$ cat src/rtl/seg_pkg.sv
// Shared types and constants for the seven-segment digit scanner.
// ANODE_OFF is the inactive level of a digit enable line.
package seg_pkg;

    localparam int DEFAULT_CODE_W = 3;
    localparam logic ANODE_OFF = 1'b1;

    typedef enum logic [1:0] {
        IDLE = 2'd0,
        ON   = 2'd1,
        GAP  = 2'd2
    } scan_state_t;

endpackage

$ cat src/rtl/seg_tick_gen.sv
// Slot prescaler for the digit scanner: counts clocks within one digit slot,
// flags the last ON cycle (gap_start_o) and the last cycle of the slot (slot_end_o).
module seg_tick_gen #(
    parameter int REFRESH_DIV = 50000,
    parameter int DEAD_CYCLES = 8
) (
    input  logic clk,
    input  logic rst_n,
    input  logic clr_i,
    output logic slot_end_o,
    output logic gap_start_o
);

    localparam int PW = (REFRESH_DIV > 1) ? $clog2(REFRESH_DIV) : 1;
    localparam logic [PW-1:0] LAST_CNT = PW'(REFRESH_DIV - 1);
    localparam logic [PW-1:0] GAP_CNT  = PW'(REFRESH_DIV - DEAD_CYCLES - 1);

    logic [PW-1:0] cnt_q, cnt_d;

    assign slot_end_o  = (cnt_q == LAST_CNT);
    assign gap_start_o = (DEAD_CYCLES > 0) && (cnt_q == GAP_CNT);

    always_comb begin
        cnt_d = cnt_q + 1'b1;
        if (clr_i || slot_end_o) begin
            cnt_d = '0;
        end
    end

    always_ff @(posedge clk or negedge rst_n) begin
        if (!rst_n) begin
            cnt_q <= '0;
        end else begin
            cnt_q <= cnt_d;
        end
    end

endmodule

$ cat src/rtl/seg_digit_scanner.sv
// Time-multiplexed scan controller feeding seven_seg: buffers one pending value,
// swaps it in at frame boundaries, and drives registered code/enable pairs with dead time.
module seg_digit_scanner
    import seg_pkg::*;
#(
    parameter int NUM_DIGITS  = 4,
    parameter int CODE_W      = DEFAULT_CODE_W,
    parameter int REFRESH_DIV = 50000,
    parameter int DEAD_CYCLES = 8,
    parameter int LZ_SUPPRESS = 1
) (
    input  logic                         clk,
    input  logic                         rst_n,
    input  logic                         enable,
    input  logic                         load_valid,
    output logic                         load_ready,
    input  logic [NUM_DIGITS*CODE_W-1:0] load_data,
    output logic [CODE_W-1:0]            digit_code,
    output logic [NUM_DIGITS-1:0]        digit_sel_n,
    output logic                         frame_done
);

    localparam int DW = NUM_DIGITS * CODE_W;
    localparam int IW = $clog2(NUM_DIGITS);
    localparam logic [IW-1:0]         LAST_IDX = IW'(NUM_DIGITS - 1);
    localparam logic [NUM_DIGITS-1:0] ALL_OFF  = {NUM_DIGITS{ANODE_OFF}};

    scan_state_t state_q, state_d;
    logic [IW-1:0]         idx_q, idx_d;
    logic [CODE_W-1:0]     code_q, code_d;
    logic [NUM_DIGITS-1:0] sel_q, sel_d;
    logic                  frame_q, frame_d;
    logic [DW-1:0]         disp_q, disp_d;
    logic                  pend_valid_q, pend_valid_d;
    logic [DW-1:0]         pend_data_q, pend_data_d;

    logic          slot_end, gap_start, tick_clr, wrap;
    logic [IW-1:0] next_idx;
    logic [DW-1:0] show_data;

    // A digit is blanked when it and every more significant digit are zero.
    function automatic logic blank_digit(input logic [DW-1:0] data, input logic [IW-1:0] i);
        logic upper_nonzero;
        upper_nonzero = 1'b0;
        for (int j = 0; j < NUM_DIGITS; j++) begin
            if (j >= int'(i) && data[j*CODE_W +: CODE_W] != '0) begin
                upper_nonzero = 1'b1;
            end
        end
        return (LZ_SUPPRESS != 0) && (i != '0) && !upper_nonzero;
    endfunction

    seg_tick_gen #(
        .REFRESH_DIV (REFRESH_DIV),
        .DEAD_CYCLES (DEAD_CYCLES)
    ) u_tick (
        .clk         (clk),
        .rst_n       (rst_n),
        .clr_i       (tick_clr),
        .slot_end_o  (slot_end),
        .gap_start_o (gap_start)
    );

    assign tick_clr  = (state_q == IDLE) || !enable;
    assign wrap      = (idx_q == LAST_IDX);
    assign next_idx  = wrap ? '0 : idx_q + 1'b1;
    // On the wrap edge the new frame's digit 0 already comes from the pending value.
    assign show_data = (wrap && pend_valid_q) ? pend_data_q : disp_q;

    assign load_ready  = !pend_valid_q;
    assign digit_code  = code_q;
    assign digit_sel_n = sel_q;
    assign frame_done  = frame_q;

    always_comb begin
        state_d      = state_q;
        idx_d        = idx_q;
        code_d       = code_q;
        sel_d        = sel_q;
        frame_d      = 1'b0;
        disp_d       = disp_q;
        pend_valid_d = pend_valid_q;
        pend_data_d  = pend_data_q;

        if (load_valid && !pend_valid_q) begin
            pend_valid_d = 1'b1;
            pend_data_d  = load_data;
        end
        if (!enable && pend_valid_q) begin
            disp_d       = pend_data_q;
            pend_valid_d = 1'b0;
        end

        case (state_q)
            IDLE: begin
                if (enable) begin
                    state_d = ON;
                    idx_d   = '0;
                    code_d  = disp_q[CODE_W-1:0];
                    sel_d   = ~NUM_DIGITS'(1);
                end
            end
            ON, GAP: begin
                if (!enable) begin
                    state_d = IDLE;
                    idx_d   = '0;
                    code_d  = '0;
                    sel_d   = ALL_OFF;
                end else if (slot_end) begin
                    state_d = ON;
                    idx_d   = next_idx;
                    code_d  = show_data[next_idx*CODE_W +: CODE_W];
                    sel_d   = blank_digit(show_data, next_idx) ? ALL_OFF
                                                               : ~(NUM_DIGITS'(1) << next_idx);
                    frame_d = wrap;
                    if (wrap && pend_valid_q) begin
                        disp_d       = pend_data_q;
                        pend_valid_d = 1'b0;
                    end
                end else if (gap_start && state_q == ON) begin
                    state_d = GAP;
                    sel_d   = ALL_OFF;
                end
            end
            default: begin
                state_d = IDLE;
                sel_d   = ALL_OFF;
            end
        endcase
    end

    always_ff @(posedge clk or negedge rst_n) begin
        if (!rst_n) begin
            state_q      <= IDLE;
            idx_q        <= '0;
            code_q       <= '0;
            sel_q        <= ALL_OFF;
            frame_q      <= 1'b0;
            disp_q       <= '0;
            pend_valid_q <= 1'b0;
            pend_data_q  <= '0;
        end else begin
            state_q      <= state_d;
            idx_q        <= idx_d;
            code_q       <= code_d;
            sel_q        <= sel_d;
            frame_q      <= frame_d;
            disp_q       <= disp_d;
            pend_valid_q <= pend_valid_d;
            pend_data_q  <= pend_data_d;
        end
    end

endmodule

$ cat config.mk
export PLATFORM = sky130hd
export DESIGN_NAME = seg_digit_scanner
export DESIGN_NICKNAME = d
export VERILOG_FILES = /design/src/rtl/seg_pkg.sv /design/src/rtl/seg_tick_gen.sv /design/src/rtl/seg_digit_scanner.sv
export SDC_FILE = /design/constraint.sdc
export NUM_CORES = 1
export LEC_CHECK = 0
export ABC_AREA = 1
export CELL_PAD_IN_SITES_DETAIL_PLACEMENT = 1
export CELL_PAD_IN_SITES_GLOBAL_PLACEMENT = 1
export CORE_MARGIN = 1
export CORE_UTILIZATION = 35
export CTS_BUF_LIST = sky130_fd_sc_hd__clkbuf_16
export DETAILED_ROUTE_END_ITERATION = 12
export GPL_TIMING_DRIVEN = 0
export PLACE_DENSITY = 0.73
export SLEW_MARGIN = 40
export SYNTH_ARGS = -nofsm -noshare
export SYNTH_HDL_FRONTEND = slang
export SYNTH_HIERARCHICAL = 1
export SYNTH_SLANG_ARGS = --single-unit
$ cat constraint.sdc
create_clock -name clk -period 2.05 [get_ports clk]
set_clock_uncertainty 0.2 [all_clocks]
set_input_delay 0.615 -clock clk [delete_from_list [all_inputs] [get_ports clk]]
set_output_delay 0.615 -clock clk [all_outputs]
set_load 0.1 [all_outputs]
Word-level counts from Yosys, hierarchy flattened
Cells that the tools add are included.

word-level totals
  word-level logic and storage cells = 92
  bits of input ports = 16
  register bits = 53
  output and inout bits = 9

cells by class
  bitwise operators = 1
  reduce and logical (&&, ||, !) cells = 23
  shift operators = 2
  magnitude comparators = 3
  $add $sub $neg = 2
  multiply operators = 1
  equal/unequal tests = 8
  multiplexer cells = 43

operators by type and width
  kind                   count
  $mux 12                6
  $eq 16x16->1 const B   2
  $mux 4                 5
  $add 16x1->16 const B  1
  $mux 1                 16
  $mux 16                1
  $mux 2                 8
  $reduce_bool 3->1      4
  $shiftx 12x5->3        1
  $mux 3                 3
  $logic_and 1x1->1      8
  $pmux 2 s2             2
  $pmux 4 s2             1
  $pmux 3 s2             1
  $eq 2x2->1 const B     2
  $ge 1x2->1 const A     2
  $mul 2x2->4 const B    1
  $ne 4x3->1 const B     1
  $not 4->4              1
  $reduce_bool 2->1      2
  $shl 1x2->4 const A    1
  $logic_not 1->1        3
  $ne 3x2->1 const B     1
  $reduce_and 3->1       1
  8 further kinds        9

Depth between registers and ports, before layout
Gate-level depths: netlist of the first run.

  depth in word-level cells = 18
  depth in mapped cells = 13
  mapped depth without buffers = 12

Modules after synthesis
The synthesis of the first run kept the hierarchy.

by module, submodules not included
  module             area an instance (um2)  instances  cells an instance
  seg_digit_scanner  2004.4                  1          239
  seg_tick_gen       903.4                   1          119

Worst setup path before layout of the first run
OpenSTA, ideal clock, no wires.

  path type = flip-flop to flip-flop
  from = reg u_tick.cnt_q[0]
  to = reg disp_q[11]
  setup slack = -0.057 ns
  clock period less this slack = 2.107 ns
  arrival = 1.780 ns
  buffers on the path = 0
  stages on the path, launching flop included = 11
  setup time = 0.128 ns
  required time = 1.722 ns
  cells stage by stage = dfrtp_1 > ha_1 > nand3_2 > nor2_1 > nand2_1 > inv_1 > inv_1 > nor2_2 > inv_2 > o22ai_4 > mux2_1

on the way
  word-level cells in the longest chain between the ends = 4

ends and longest elaborated chain
  what                    line                      source
  from (decl)             seg_tick_gen.sv:18        logic [PW-1:0] cnt_q, cnt_d;
  from (signal assigned)  seg_tick_gen.sv:34        cnt_q <= cnt_d;
  $eq 16x16->1            seg_tick_gen.sv:20        assign slot_end_o = (cnt_q == LAST_CNT);
  via slot_end            seg_digit_scanner.sv:37   logic slot_end, gap_start, tick_clr, wrap;
  $mux 12                 seg_digit_scanner.sv:109  end else if (slot_end) begin
  $mux 12                 seg_digit_scanner.sv:104  if (!enable) begin
  $mux 12                 seg_digit_scanner.sv:94   case (state_q)
  via disp_d[11]          seg_digit_scanner.sv:33   logic [DW-1:0] disp_q, disp_d;
  to (signal assigned)    seg_digit_scanner.sv:148  disp_q <= disp_d;
  to (decl)               seg_digit_scanner.sv:33

The timed path passes the listed nets, and every way through them passes these cells.
A chain may end at the register's enable or synchronous reset.

Final worst setup path of the first run
  from = reg pend_valid_q
  to = out load_ready

on the way
  word-level cells in the longest chain between the ends = 1

ends and longest elaborated chain
  what                    line                      source
  from (decl)             seg_digit_scanner.sv:34   logic pend_valid_q, pend_valid_d;
  from (signal assigned)  seg_digit_scanner.sv:149  pend_valid_q <= pend_valid_d;
  $logic_not 1->1         seg_digit_scanner.sv:70   assign load_ready = !pend_valid_q;
  to (decl)               seg_digit_scanner.sv:16   output logic load_ready,

Every way passes these cells.

==> run_results.csv, run 1 <==
group,metric,value,unit
cts,clock_latency,290,ps
run_status,violations,"hold timing",
floorplan,std_cell_rows,32,
global_routing,grt_pass1_vias,2608,
global_routing,antenna_found_initial,0,
cells_and_area,drive_gt1_share,24.7,%
synth,synth_edf_count,0,
timing,fin_setup_tns,0,ps
min_path,hp-class,"in2async",
synth,syn-mean-instance-area,8.12,sq um
place,place_congestion,0.811,
global_routing,overflow,0,
cts,clk_pin_slew,70,ps
critical_path,path_class,"reg2out",
drt,antenna_left,0,
drt,via_per_inst,4.91,
floorplan,ios,25,
global_routing,grt_use_total,18.6,%
synth,synth_top_area_share,42.2,%
cells_and_area,diodes,0,
synth,synthDistinctLibCells,36,
critical_path,critPathSlowestCell,"dfrtp_1",
timing,rsz0062_at_grt,"yes",
critical_path,cp_data_arrival_time,1210,ps
synth,ys_async_sr_fraction,100,%
synth,synth_cells,358,
cells_and_area,syn_to_final_growth,29.5,%
global_routing,grt_pass1_wl,12600,um
timing,hold_viol,15,
place,dp.cells,485,
floorplan,die_area,8680,sq um
power,total_leakage_power,1.71,nW
drt,vias,2528,
drt,drtIter0Drc,83,
critical_path,rrSetupSlack,40,ps
timing,setup_viol,0,
critical_path,crit_fanout,8,
drt,drc,0,
cts,cts_htree_levels,2,
synth,synth.net_count,383,
cells_and_area,n_fill_cell,917,
global_routing,grt_max_degree,35,
synth,synth_flop_cell,"dfrtp_1",
synth,synth_area_leader_cell,"dfrtp_1",
synth,ys_seq_area_share,45.8,%
cts,ctsRootBufferMaster,"clkbuf_16",
timing,layout_setup_ws,28.6,ps
critical_path,cp.required,1230,ps
timing,fin_crit_sh,98.6,%
cts,cts_tree,"built",
cts,clock_path_buffers,2,
power,ir_drop,407,uV
synth,synth_commonest_cells,"nand2_1, nor2_1, inv_1, dfrtp_1, nand3_1",
critical_path,startpoint_type,"flop",
timing,holdWs,-7.44,ps
run_status,status,"finished, violations left",
floorplan,fp.dieH,93.2,um
timing,fin_crit,2020,ps
floorplan,die_w,93.2,um
cells_and_area,stdcell_area,3770,sq um
place,numPortBuffers,24,
synth,yosys_register_bits,53,
critical_path,cp_cell_sequence,"buf_4 -> clkinvlp_4 -> buf_6",
place,dp_hpwl,5160,um
critical_path,crit_path_end_kind,"output port",
critical_path,critPathTopFamily,"buffers and inverters",
cts,cts_buffers,5,
drt,dr.pass1.iters,4,
cells_and_area,num-nets-final,437,
floorplan,coreArea,7890,sq um
critical_path,reg2reg_depth,9,
flow_run,max-cap-violations,0,
synth,yosysMostFrequentCell,"nand2_1",
timing,max_clock_freq,495,MHz
timing,slew-limit-headroom,66.0,%
place,dpl_worst_slack,-510,ps
synth,yosysWarnings,6,
drt,avgRoutedWirePerCell,14.0,um
critical_path,r2r_end,"disp_q[11]$_DFF_PN0_",
timing,worst_pin_slew,510,ps
synth,netlist_area,2910,sq um
cts,cts_sinks,53,
floorplan,initial_core_util,36.9,%
timing,finalMaxSlewViolations,0,
power,power_density,1110,nW/um^2
drt,drt_wl_total,7210,um
critical_path,r2r_start,"state_q[1]$_DFFE_PN0P_",
critical_path,critPathMaxStageDelay,370,ps
place,detailed_place.area,3260,sq um
critical_path,crit_buf_inv,3,
cells_and_area,fin_util,47.7,%
synth,synthTopCellsByArea,"dfrtp_1, nand2_1, nor2_1",
cells_and_area,finalNonFillerCells,515,
[worst register-to-register path, stage by stage (launching register included)]
cell     delay (ps)
dfrtp_1         380
inv_2            60
ha_1            270
buf_4           150
nand2_4          80
nor2_4          130
inv_2            60
o22ai_4         120
buf_12          150
mux2_4          290
[layout make-up]
cell class / count / area (sq um) / area share [%]
multi-input combinational: 243 / 1410 / 37.4
tap: 102 / 128 / 3.39
timing repair buffer: 47 / 429 / 11.4
inverter: 53 / 205 / 5.45
buffer: 9 / 95.1 / 2.52
clock buffer: 5 / 125 / 3.32
clock inverter: 3 / 41.3 / 1.10
sequential: 53 / 1330 / 35.4
[power by group]
group | switching (W) | total [W] | leakage [nW] | internal [W]
combinational | 0.00122 | 0.00178 | 0.980 | 0.000562
clock | 0.000378 | 0.000950 | 0.0775 | 0.000572
sequential | 0.000129 | 0.00144 | 0.650 | 0.00131
total | 0.00173 | 0.00417 | 1.71 | 0.00244
[worst max-delay path by stage]
stage / startpoint / depth (start not counted) / slack, ps / end
6_report: pend_valid_q$_DFF_PN0_ / 3 / 30 / load_ready
5_1_grt: u_tick/cnt_q[13]$_DFF_PN0_ / 11 / -70 / disp_q[11]$_DFF_PN0_
4_1_cts: state_q[1]$_DFFE_PN0P_ / 12 / 20 / disp_q[2]$_DFF_PN0_
3_5_place_dp: enable / 6 / -510 / disp_q[11]$_DFF_PN0_
3_3_place_gp: rst_n / 1 / -1490 / disp_q[10]$_DFF_PN0_
2_1_floorplan: u_tick/cnt_q[0]$_DFF_PN0_ / 10 / -30 / disp_q[11]$_DFF_PN0_
[routing by layer]
layer	GRT usage (%)	share of wire, %	vias to the layer above
li1	-	-	1255
met5	0	0	-
met4	5.38	1.7	0
met2	30.9	49	39
met3	2.52	2.3	8
met1	25.2	47	1226
[kinds of logic (layout without fill, tap and decap cells)]
group | after synthesis | in the layout | share of synthesized area (%)
AND/OR/NAND/NOR | 171 | 171 | 25.3
buffers and inverters | 62 | 117 | 9.51
AO/OA/AOI/OAI | 51 | 51 | 11.5
adder cells (fa/ha/maj) | 9 | 9 | 3.87
XOR/XNOR | 7 | 7 | 2.11
multiplexers | 5 | 5 | 1.94
flip-flops | 53 | 53 | 45.8
[sequential cells by signal, summed over array words and instances (netlist names)]
name	cells
digit_code	3
digit_sel_n	4
disp_q	12
frame_done	1
idx_q	2
pend_data_q	12
pend_valid_q	1
state_q	2
u_tick/cnt_q	16
[per-stage QoR]
stage / power [W] / hold slack (ps)
final: 0.00417 / -7.44
after global placement: 0.00309 / 261
after floorplan: 0.00272 / 119
after global routing: 0.00444 / 8.93
after CTS: 0.00416 / 2.10
after detailed placement: 0.00306 / 274
[repair_timing]
item                                    4_1_cts  5_1_grt
hold buffers                                  0        0
gates cloned                                  1        0
setup buffers                                17        6
pin swaps                                     7        9
resized for setup                            22       26
endpoints found under the setup margin       24       22
[placed cells by master (no fill, tap or decap), types with 7 or more instances in the layout]
master | synthesis | routed
nand2_1 | 75 | 73
nor2_1 | 53 | 48
dfrtp_1 | 49 | 48
inv_1 | 51 | 45
buf_4 | 2 | 24
nand3_1 | 24 | 20
a21oi_1 | 18 | 15
clkdlybuf4s50_1 | 0 | 13
o21ai_0 | 11 | 9
ha_1 | 9 | 7
Power figures use the tool's default switching activity.
==> run 2: changes to the inputs <==
HOLD_SLACK_MARGIN = 0.02   (was not set)
PLACE_DENSITY = 0.7   (was 0.73)
SLEW_MARGIN = 5   (was 40)
clock period = 2.6 ns   (was 2.05 ns; I/O delays follow)
==> run 2 against run 1 <==
  * Sequential power fell by 22%
  * Die area did not move
  * Utilization shrank 3.6 points
  * Non-clock buffer count is 22 lower
  * Design area fell by 7.5%
  * Sequential cell count did not move
  * The flow now finishes without violations
  * Clock power decreased by 8.6%
  * Cell count fell by 4.3%
  * Total power is 22% lower
  * Via count down 4.8%
  * Critical path depth stayed put
  * Count of clock-buffer cells in the layout did not move
==> run_results.csv, run 2 (same netlist as run 1, synthesis figures left out) <==
group,metric,value,unit
power,clock_power_share,26.5,%
critical_path,crit_buf_inv,3,
cells_and_area,n_fill_cell,976,
global_routing,grt_use_total,17.1,%
flow_run,max-cap-violations,0,
drt,via_per_inst,4.88,
cells_and_area,regMostFlops,"u_tick/cnt_q",
drt,drc,0,
timing,fin_crit,2550,ps
cts,clock_latency,300,ps
critical_path,critPathSlowestCell,"clkdlybuf4s18_2",
critical_path,crit_fanout,8,
timing,rsz0062_at_grt,"no",
timing,slew-limit-headroom,35.9,%
timing,worst_pin_slew,965,ps
power,power_density,939,nW/um^2
power,p_switching,0.00132,W
drt,vias,2407,
min_path,hp-class,"in2async",
power,power.total,0.00327,W
cells_and_area,syn_to_final_growth,19.8,%
cts,cts_buffers,5,
cells_and_area,final_cell_mix,"nand2_1, nor2_1, inv_1",
place,dp_hpwl,5110,um
cts,cts_sinks,53,
cells_and_area,largest_reg_flops,16,
floorplan,die_area,8680,sq um
drt,routed-wl-met3,174,um
critical_path,critPathMaxStageDelay,580,ps
floorplan,std_cell_rows,32,
drt,wl_met1,3340,um
drt,antenna_left,0,
drt,highest_layer,"met4",
drt,wl_met2,3170,um
cts,cts_htree_levels,2,
cts,clock_path_buffers,2,
cells_and_area,diodes,0,
global_routing,grt_pass1_wl,11700,um
timing,finalMaxSlewViolations,0,
cts,cts_tree,"built",
drt,avgRoutedWirePerCell,13.7,um
floorplan,fp.dieH,93.2,um
cells_and_area,stdcell_area,3480,sq um
power,seqPwrFrac,34.4,%
run_status,status,"finished clean",
timing,fin_setup_tns,0,ps
floorplan,initial_core_util,36.9,%
critical_path,cp.required,1620,ps
floorplan,coreArea,7890,sq um
timing,max_clock_freq,392,MHz
cells_and_area,top_regs,"u_tick/cnt_q x16, disp_q x12, pend_data_q x12",
floorplan,ios,25,
cts,ctsRootBufferMaster,"clkbuf_16",
power,ir_drop,299,uV
cts,clk_pin_slew,70,ps
power,p_int,0.00195,W
drt,drt_wl_total,6760,um
drt,dr.pass1.iters,4,
cells_and_area,mostFrequentLayoutCell,"nand2_1",
critical_path,crit_path_end_kind,"output port",
critical_path,path_class,"reg2out",
power,total_leakage_power,1.61,nW
global_routing,grt_pass1_vias,2513,
power,switching_share,40.3,%
cells_and_area,fin_util,44.2,%
global_routing,antenna_found_initial,0,
cells_and_area,num-nets-final,415,
cells_and_area,drive_gt1_share,13.3,%
place,place_congestion,0.806,
critical_path,cp_data_arrival_time,1570,ps
global_routing,grt_max_degree,36,
timing,hold_viol,0,
timing,setup_viol,0,
power,pwr-share-comb,39.1,%
timing,fin_crit_sh,98.2,%
critical_path,startpoint_type,"flop",
global_routing,overflow,0,
cts,cts_setup_buffers,0,
place,numPortBuffers,24,
critical_path,cp_cell_sequence,"buf_4 -> inv_1 -> clkdlybuf4s18_2",
place,detailed_place.area,3290,sq um
critical_path,critPathTopFamily,"buffers and inverters",
floorplan,die_w,93.2,um
drt,drtIter0Drc,111,
[run 2: power by group through the flow]
stage / clock network [W] / registers, W / logic [W]
floorplan: 0 / 0.00152 / 0.000620
global placement: 0 / 0.00114 / 0.00129
detailed placement: 0 / 0.00115 / 0.00131
CTS: 0.000891 / 0.00113 / 0.00129
global route: 0.000911 / 0.00115 / 0.00141
finish: 0.000868 / 0.00113 / 0.00128
[run 2: area by class of cell]
cell class | count | area (sq um) | area share [%]
Multi-Input combinational cell | 243 | 1300 | 37.3
Timing Repair Buffer | 25 | 255 | 7.32
Clock inverter | 3 | 68.8 | 1.97
Inverter | 53 | 199 | 5.71
Sequential cell | 53 | 1330 | 38.2
Clock buffer | 5 | 125 | 3.59
Tap cell | 102 | 128 | 3.66
Buffer | 9 | 77.6 | 2.23
[run 2: worst reg2reg max path, cell delays in order, from the launching register on]
cell	delay [ps]
dfrtp_1	390
ha_1	250
nand3_2	160
nor2_1	150
nand2_1	110
inv_1	120
inv_1	100
nor2_2	140
inv_2	80
o22ai_4	240
mux2_1	360
[run 2: path summary, 6_finish.rpt]
path,from,end,slack (ps),cells past startpoint
max,pend_valid_q$_DFF_PN0_,load_ready,50,3
min,rst_n,pend_data_q[1]$_DFFE_PN0P_,230,1
max reg2reg,u_tick/cnt_q[0]$_DFF_PN0_,disp_q[11]$_DFF_PN0_,190,10
min reg2reg,u_tick/cnt_q[0]$_DFF_PN0_,u_tick/cnt_q[0]$_DFF_PN0_,280,1
max in group asynchronous,rst_n,pend_valid_q$_DFF_PN0_,1420,2
min in group clk,u_tick/cnt_q[0]$_DFF_PN0_,u_tick/cnt_q[0]$_DFF_PN0_,280,1
[run 2: through the flow]
stage | hold slack, ps | worst slack (ps) | cells
final | 229 | 46.4 | 493
after global routing | 261 | 5.03 | 493
after CTS | 244 | 26.6 | 493
after detailed placement | 271 | -229 | 485
after global placement | 259 | -1180 | 484
after floorplan | 249 | 466 | 358
[run 2: timing repair]
item	4_1_cts	5_1_grt
setup endpoints to repair	9	1
hold buffers	0	0
endpoints found under the hold margin	0	0
resized for setup	19	1
[run 2: layer usage]
layer	track usage [%]	vias up
met1	23.3	1163
met3	2.20	6
met4	4.23	0
met5	0	-
li1	-	1205
met2	28.9	33
==> run 3: changes to the inputs <==
ABC_AREA = not set   (was 1)
CORE_UTILIZATION = 49   (was 35)
PLACE_DENSITY = 0.88   (was 0.7)
SETUP_SLACK_MARGIN = 0.4   (was not set)
==> run 3 against run 2 <==
  * The flow now finishes with violations (setup timing)
  * Die area shrank 32%
  * Fmax is 4.6% lower
  * Critical endpoint is now disp_q[1]$_DFF_PN0_
  * Worst setup slack lost 120 ps
  * Register-to-register slack got worse by 270 ps
  * Cell count shrank 26%
==> run_results.csv, run 3 <==
group,metric,value,unit
floorplan,fp.dieH,76.6,um
run_status,status,"finished, violations left",
cts,cts_htree_levels,2,
run_status,violations,"setup timing",
floorplan,die_area,5870,sq um
cells_and_area,num-nets-final,319,
timing,slew-limit-headroom,57.3,%
cells_and_area,final_cell_mix,"dfrtp_1, nor2_1, mux2_4, buf_4, clkdlybuf4s50_1",
place,detailed_place.area,3100,sq um
floorplan,std_cell_rows,26,
floorplan,initial_core_util,52.1,%
critical_path,crit_path_end_kind,"flop",
timing,layout_setup_ws,-76.2,ps
synth,netlist_area,2730,sq um
timing,rsz0062_at_grt,"yes",
cts,clock_latency,300,ps
synth,ys_seq_area_share,48.8,%
critical_path,cp.required,2580,ps
synth,synth_flop_cell,"dfrtp_1",
synth,synthDistinctLibCells,42,
cts,ctsRootBufferMaster,"clkbuf_16",
synth,ys_async_sr_fraction,100,%
global_routing,grt_use_total,32.4,%
cells_and_area,top_regs,"u_tick/cnt_q x16, disp_q x12, pend_data_q x12",
place,place_congestion,0.803,
synth,syn-mean-instance-area,11.2,sq um
drt,via_per_inst,6.08,
cts,clk_pin_slew,70,ps
cells_and_area,stdcell_area,3560,sq um
drt,antenna_left,0,
floorplan,die_w,76.6,um
place,dpl_worst_slack,-229,ps
synth,synth_cells,244,
timing,fin_crit,2680,ps
timing,finalMaxSlewViolations,0,
critical_path,startpoint_type,"flop",
global_routing,overflow,0,
drt,drt_wl_total,8900,um
drt,avgRoutedWirePerCell,24.4,um
cells_and_area,largest_reg_flops,16,
synth,yosys_register_bits,53,
cells_and_area,fin_util,68.0,%
drt,drc,0,
global_routing,grt_max_degree,28,
synth,synth.net_count,269,
power,total_leakage_power,1.48,nW
floorplan,coreArea,5240,sq um
synth,synth_commonest_cells,"dfrtp_1, nor2_1, mux2_2, xnor2_1, mux2i_1",
power,power.total,0.00367,W
min_path,hp-class,"in2async",
timing,hold_viol,0,
cells_and_area,regMostFlops,"u_tick/cnt_q",
synth,synth_area_leader_cell,"dfrtp_1",
power,power_density,1030,nW/um^2
flow_run,max-cap-violations,0,
cells_and_area,diodes,0,
cells_and_area,finalNonFillerCells,365,
place,dp_hpwl,4490,um
cells_and_area,syn_to_final_growth,30.5,%
synth,synthTopCellsByArea,"dfrtp_1, mux2_2, mux2i_1",
global_routing,grt_pass1_wl,14200,um
global_routing,antenna_found_initial,0,
drt,vias,2218,
critical_path,crit_fanout,5,
timing,worst_pin_slew,640,ps
timing,max_clock_freq,374,MHz
power,ir_drop,659,uV
place,numPortBuffers,24,
cts,cts_tree,"built",
synth,synth_edf_count,0,
timing,fin_crit_sh,103,%
drt,dr.pass1.iters,4,
cells_and_area,drive_gt1_share,33.6,%
timing,setup_viol,17,
floorplan,ios,25,
critical_path,path_class,"reg2reg",
cells_and_area,mostFrequentLayoutCell,"dfrtp_1",
place,dp.cells,339,
synth,yosysMostFrequentCell,"dfrtp_1",
synth,synth_top_area_share,44.9,%
cts,clock_path_buffers,2,
critical_path,cp_data_arrival_time,2650,ps
drt,drtIter0Drc,199,
synth,yosysWarnings,6,
cts,cts_sinks,53,
cts,cts_buffers,5,
global_routing,grt_pass1_vias,2543,
## run 3: cell count changes in the layout (fill, tap and decap cells not counted), moves of 9 or more
cell	before	now
nand3_1	24	7
xnor2_1	2	13
o21ai_0	11	0
mux2_2	4	13
a21oi_1	18	4
buf_4	2	14
nand2_1	75	11
nor2_1	53	27
mux2_4	0	14
mux2i_1	0	12
inv_1	51	10
## run 3: metal layers
metal	wire [um]	vias to the layer above	track usage, %
met5	0	-	0
met4	361	0	13.1
met1	3750	1139	40.6
met3	388	31	6.71
li1	-	958	-
met2	4400	90	54.4
## run 3: area by class of cell
class	instances	area [sq um]
plain buffers	8	80.1
clock buffers	5	125
clock inverters	3	18.8
fillers	529	1680
inverters	10	41.3
multi-input cells	173	1410
flip-flops and latches	53	1330
well taps	70	87.6
repair buffers	43	462
## run 3: per-stage QoR
step	setup TNS, ps	hold slack (ps)
floorplan	0	249
global placement	-53130	270
detailed placement	-2840	278
CTS	0	309
global route	-1560	333
finish	-809	303
## run 3: critical path, stage by stage, from the launching register on
cell and delay (ps):
dfrtp_2 430, or4b_4 560, nor4_4 340, buf_4 200
nand3_4 90, a21oi_4 240, buf_6 180, mux2_4 310
## run 3: timing repair
item / 4_1_cts / 5_1_grt
resized for setup: 59 / 33
setup buffers: 14 / 2
hold buffers: 0 / 0
gates cloned: 2 / 0
endpoints found under the hold margin: 0 / 0
endpoints found under the setup margin: 53 / 53
pin swaps: 7 / 3
## run 3: path summary, 6_finish.rpt
path / cells past startpoint / end / from / slack (ps)
max: 7 / disp_q[1]$_DFF_PN0_ / u_tick/cnt_q[7]$_DFF_PN0_ / -80
min: 1 / pend_data_q[2]$_DFFE_PN0P_ / rst_n / 300
max reg2reg: 7 / disp_q[1]$_DFF_PN0_ / u_tick/cnt_q[7]$_DFF_PN0_ / -80
min reg2reg: 1 / pend_data_q[3]$_DFFE_PN0P_ / pend_data_q[3]$_DFFE_PN0P_ / 310
max in group asynchronous: 2 / digit_sel_n[1]$_DFFE_PN1P_ / rst_n / 1260
min in group clk: 1 / pend_data_q[3]$_DFFE_PN0P_ / pend_data_q[3]$_DFFE_PN0P_ / 310
## run 3: power breakdown
group	switching [W]	internal, W
registers	0.000221	0.00106
clock network	0.000317	0.000354
logic	0.00102	0.000694
## run 3: cells by family after synthesis
group,synth area share [%]
and+or+nand+nor,17.0
xor gates and xnor gates,4.49
AOI/OAI and AO/OA,6.10
adders and majority gates,4.13
muxes,15.5
buffers and inverters,3.94
DFF,48.8
==> variant, RTL diff (flow settings as in run 1) <==
Encoding of `scan_state_t`: now one-hot (3 bits for 3 states).
--- a/src/rtl/seg_pkg.sv
+++ b/src/rtl/seg_pkg.sv
@@ -6,8 +6,8 @@
     localparam logic ANODE_OFF = 1'b1;
 
-    typedef enum logic [1:0] {
-        IDLE = 2'd0,
-        ON   = 2'd1,
-        GAP  = 2'd2
+    typedef enum logic [2:0] {
+        IDLE = 3'b001,
+        ON   = 3'b010,
+        GAP  = 3'b100
     } scan_state_t;
 
Check against the original RTL: no difference found for any inputs over 10 cycles, from zero or initial values and one cycle with rst_n low; not proved beyond that.
==> variant against run 1 <==
Worst setup slack gained 55 ps; global-route usage down 0.14 points; area after synthesis decreased by 0.43%; final area down 3.4%; register-to-register slack improved by 90 ps; routed wire length increased by 0.87%; critical path depth is 1 lower; sequential cell count grew 1; total power shrank 14%; worst hold slack improved by 47 ps; critical endpoint unchanged; largest power group is now sequential cells; highest routed layer unchanged.
==> variant: results (changes against run 1) <==
* Largest fanout on the critical path at 6 (was 8)
* Top delay family on crit path: flip-flops (was buffers and inverters)
* Synth Area in XOR/XNOR at 2.12% (was 2.11%)
* Place WS at -595 ps (was -510 ps)
* GPL Wtd Cong at 0.783 (was 0.811)
* Post-cts sizing count at 18 (was 22)
* Sw Ratio at 39.8% (was 41.4%)
* Final net count at 440 (was 437)
* M1 GR Usage at 24.5% (was 25.2%)
* Post-CTS Setup Bufs at 8 (was 17)
* Post-synthesis sequential area ratio at 46.9% (was 45.8%)
* Status: finished, final reports clean (was finished with violations)
* Drt wl/cell at 13.9 um (was 14.0 um)
* GRT met3 Usage at 2.96% (was 2.52%)
* Post-synth cell types at 29 (was 36)
* Largest net degree at the start of global routing at 29 (was 35)
* Slowest Stage Delay on Critical Path at 470 ps (was 370 ps)
* Syn_nets at 388 (was 383)
* Detail Route met2 WL at 3650 um (was 3540 um)
* Commonest cells in the synthesized netlist: nand2_1, nor2_1, inv_1 (unchanged)
* Multiplexer share of the synthesized area at 1.94% (about the same)
* Placed wire-length estimate at 5270 um (was 5160 um)
* Area contributors post-synth: dfrtp_1, nand2_1, nor2_1, inv_1, nand3_1 (unchanged)
* Peak supply drop at 0.434 mV (was 0.407 mV)
* Critical-path top delay cell: dfrtp_2 (was dfrtp_1)
* Synth Area in Adders at 2.16% (was 3.87%)
-- variant: power by group through the flow --
stage | clock (mW) | combinational [mW] | sequential (mW)
4_1_cts | 0.842 | 1.33 | 1.43
3_3_place_gp | 0 | 1.26 | 1.44
3_5_place_dp | 0 | 1.25 | 1.45
6_report | 0.815 | 1.36 | 1.43
5_1_grt | 0.881 | 1.52 | 1.45
2_1_floorplan | 0 | 0.680 | 1.70
-- variant: layout make-up --
type,count,area (um2),area share (%)
sequential,54,1360,37.4
buffer,7,63.8,1.75
clock buffer,5,125,3.44
inverter,51,195,5.36
multi-input combinational,255,1350,37.2
clock inverter,3,12.5,0.344
tap,102,128,3.51
timing repair buffer,45,403,11.1
-- variant: kinds of logic (layout without fill, tap and decap cells) --
group / Yosys count / after routing
AND/OR/NAND/NOR: 201 / 201
buffers and inverters: 58 / 111
flip-flops: 54 / 54
AO/OA/AOI/OAI: 37 / 37
XOR/XNOR: 7 / 7
adder cells (fa/ha/maj): 5 / 5
multiplexers: 5 / 5
-- variant: path summary, 6_finish.rpt --
kind	from	slack, ps	cells past startpoint	endpoint
max	pend_valid_q	80	2	load_ready
min	rst_n	40	1	u_tick/cnt_q[9]
max reg2reg	idx_q[0]	130	8	digit_sel_n[1]
min reg2reg	pend_data_q[6]	290	2	disp_q[6]
max in group asynchronous	rst_n	1140	2	pend_data_q[10]
min in group clk	pend_data_q[6]	290	2	disp_q[6]
-- variant: stage by stage --
| step | power, mW | instance area, um2 | cells |
|---|---|---|---|
| detailed placement | 2.70 | 3240 | 494 |
| global placement | 2.70 | 3270 | 493 |
| floorplan | 2.38 | 2900 | 367 |
| global route | 3.85 | 3640 | 522 |
| CTS | 3.61 | 3520 | 512 |
| finish | 3.61 | 3640 | 522 |
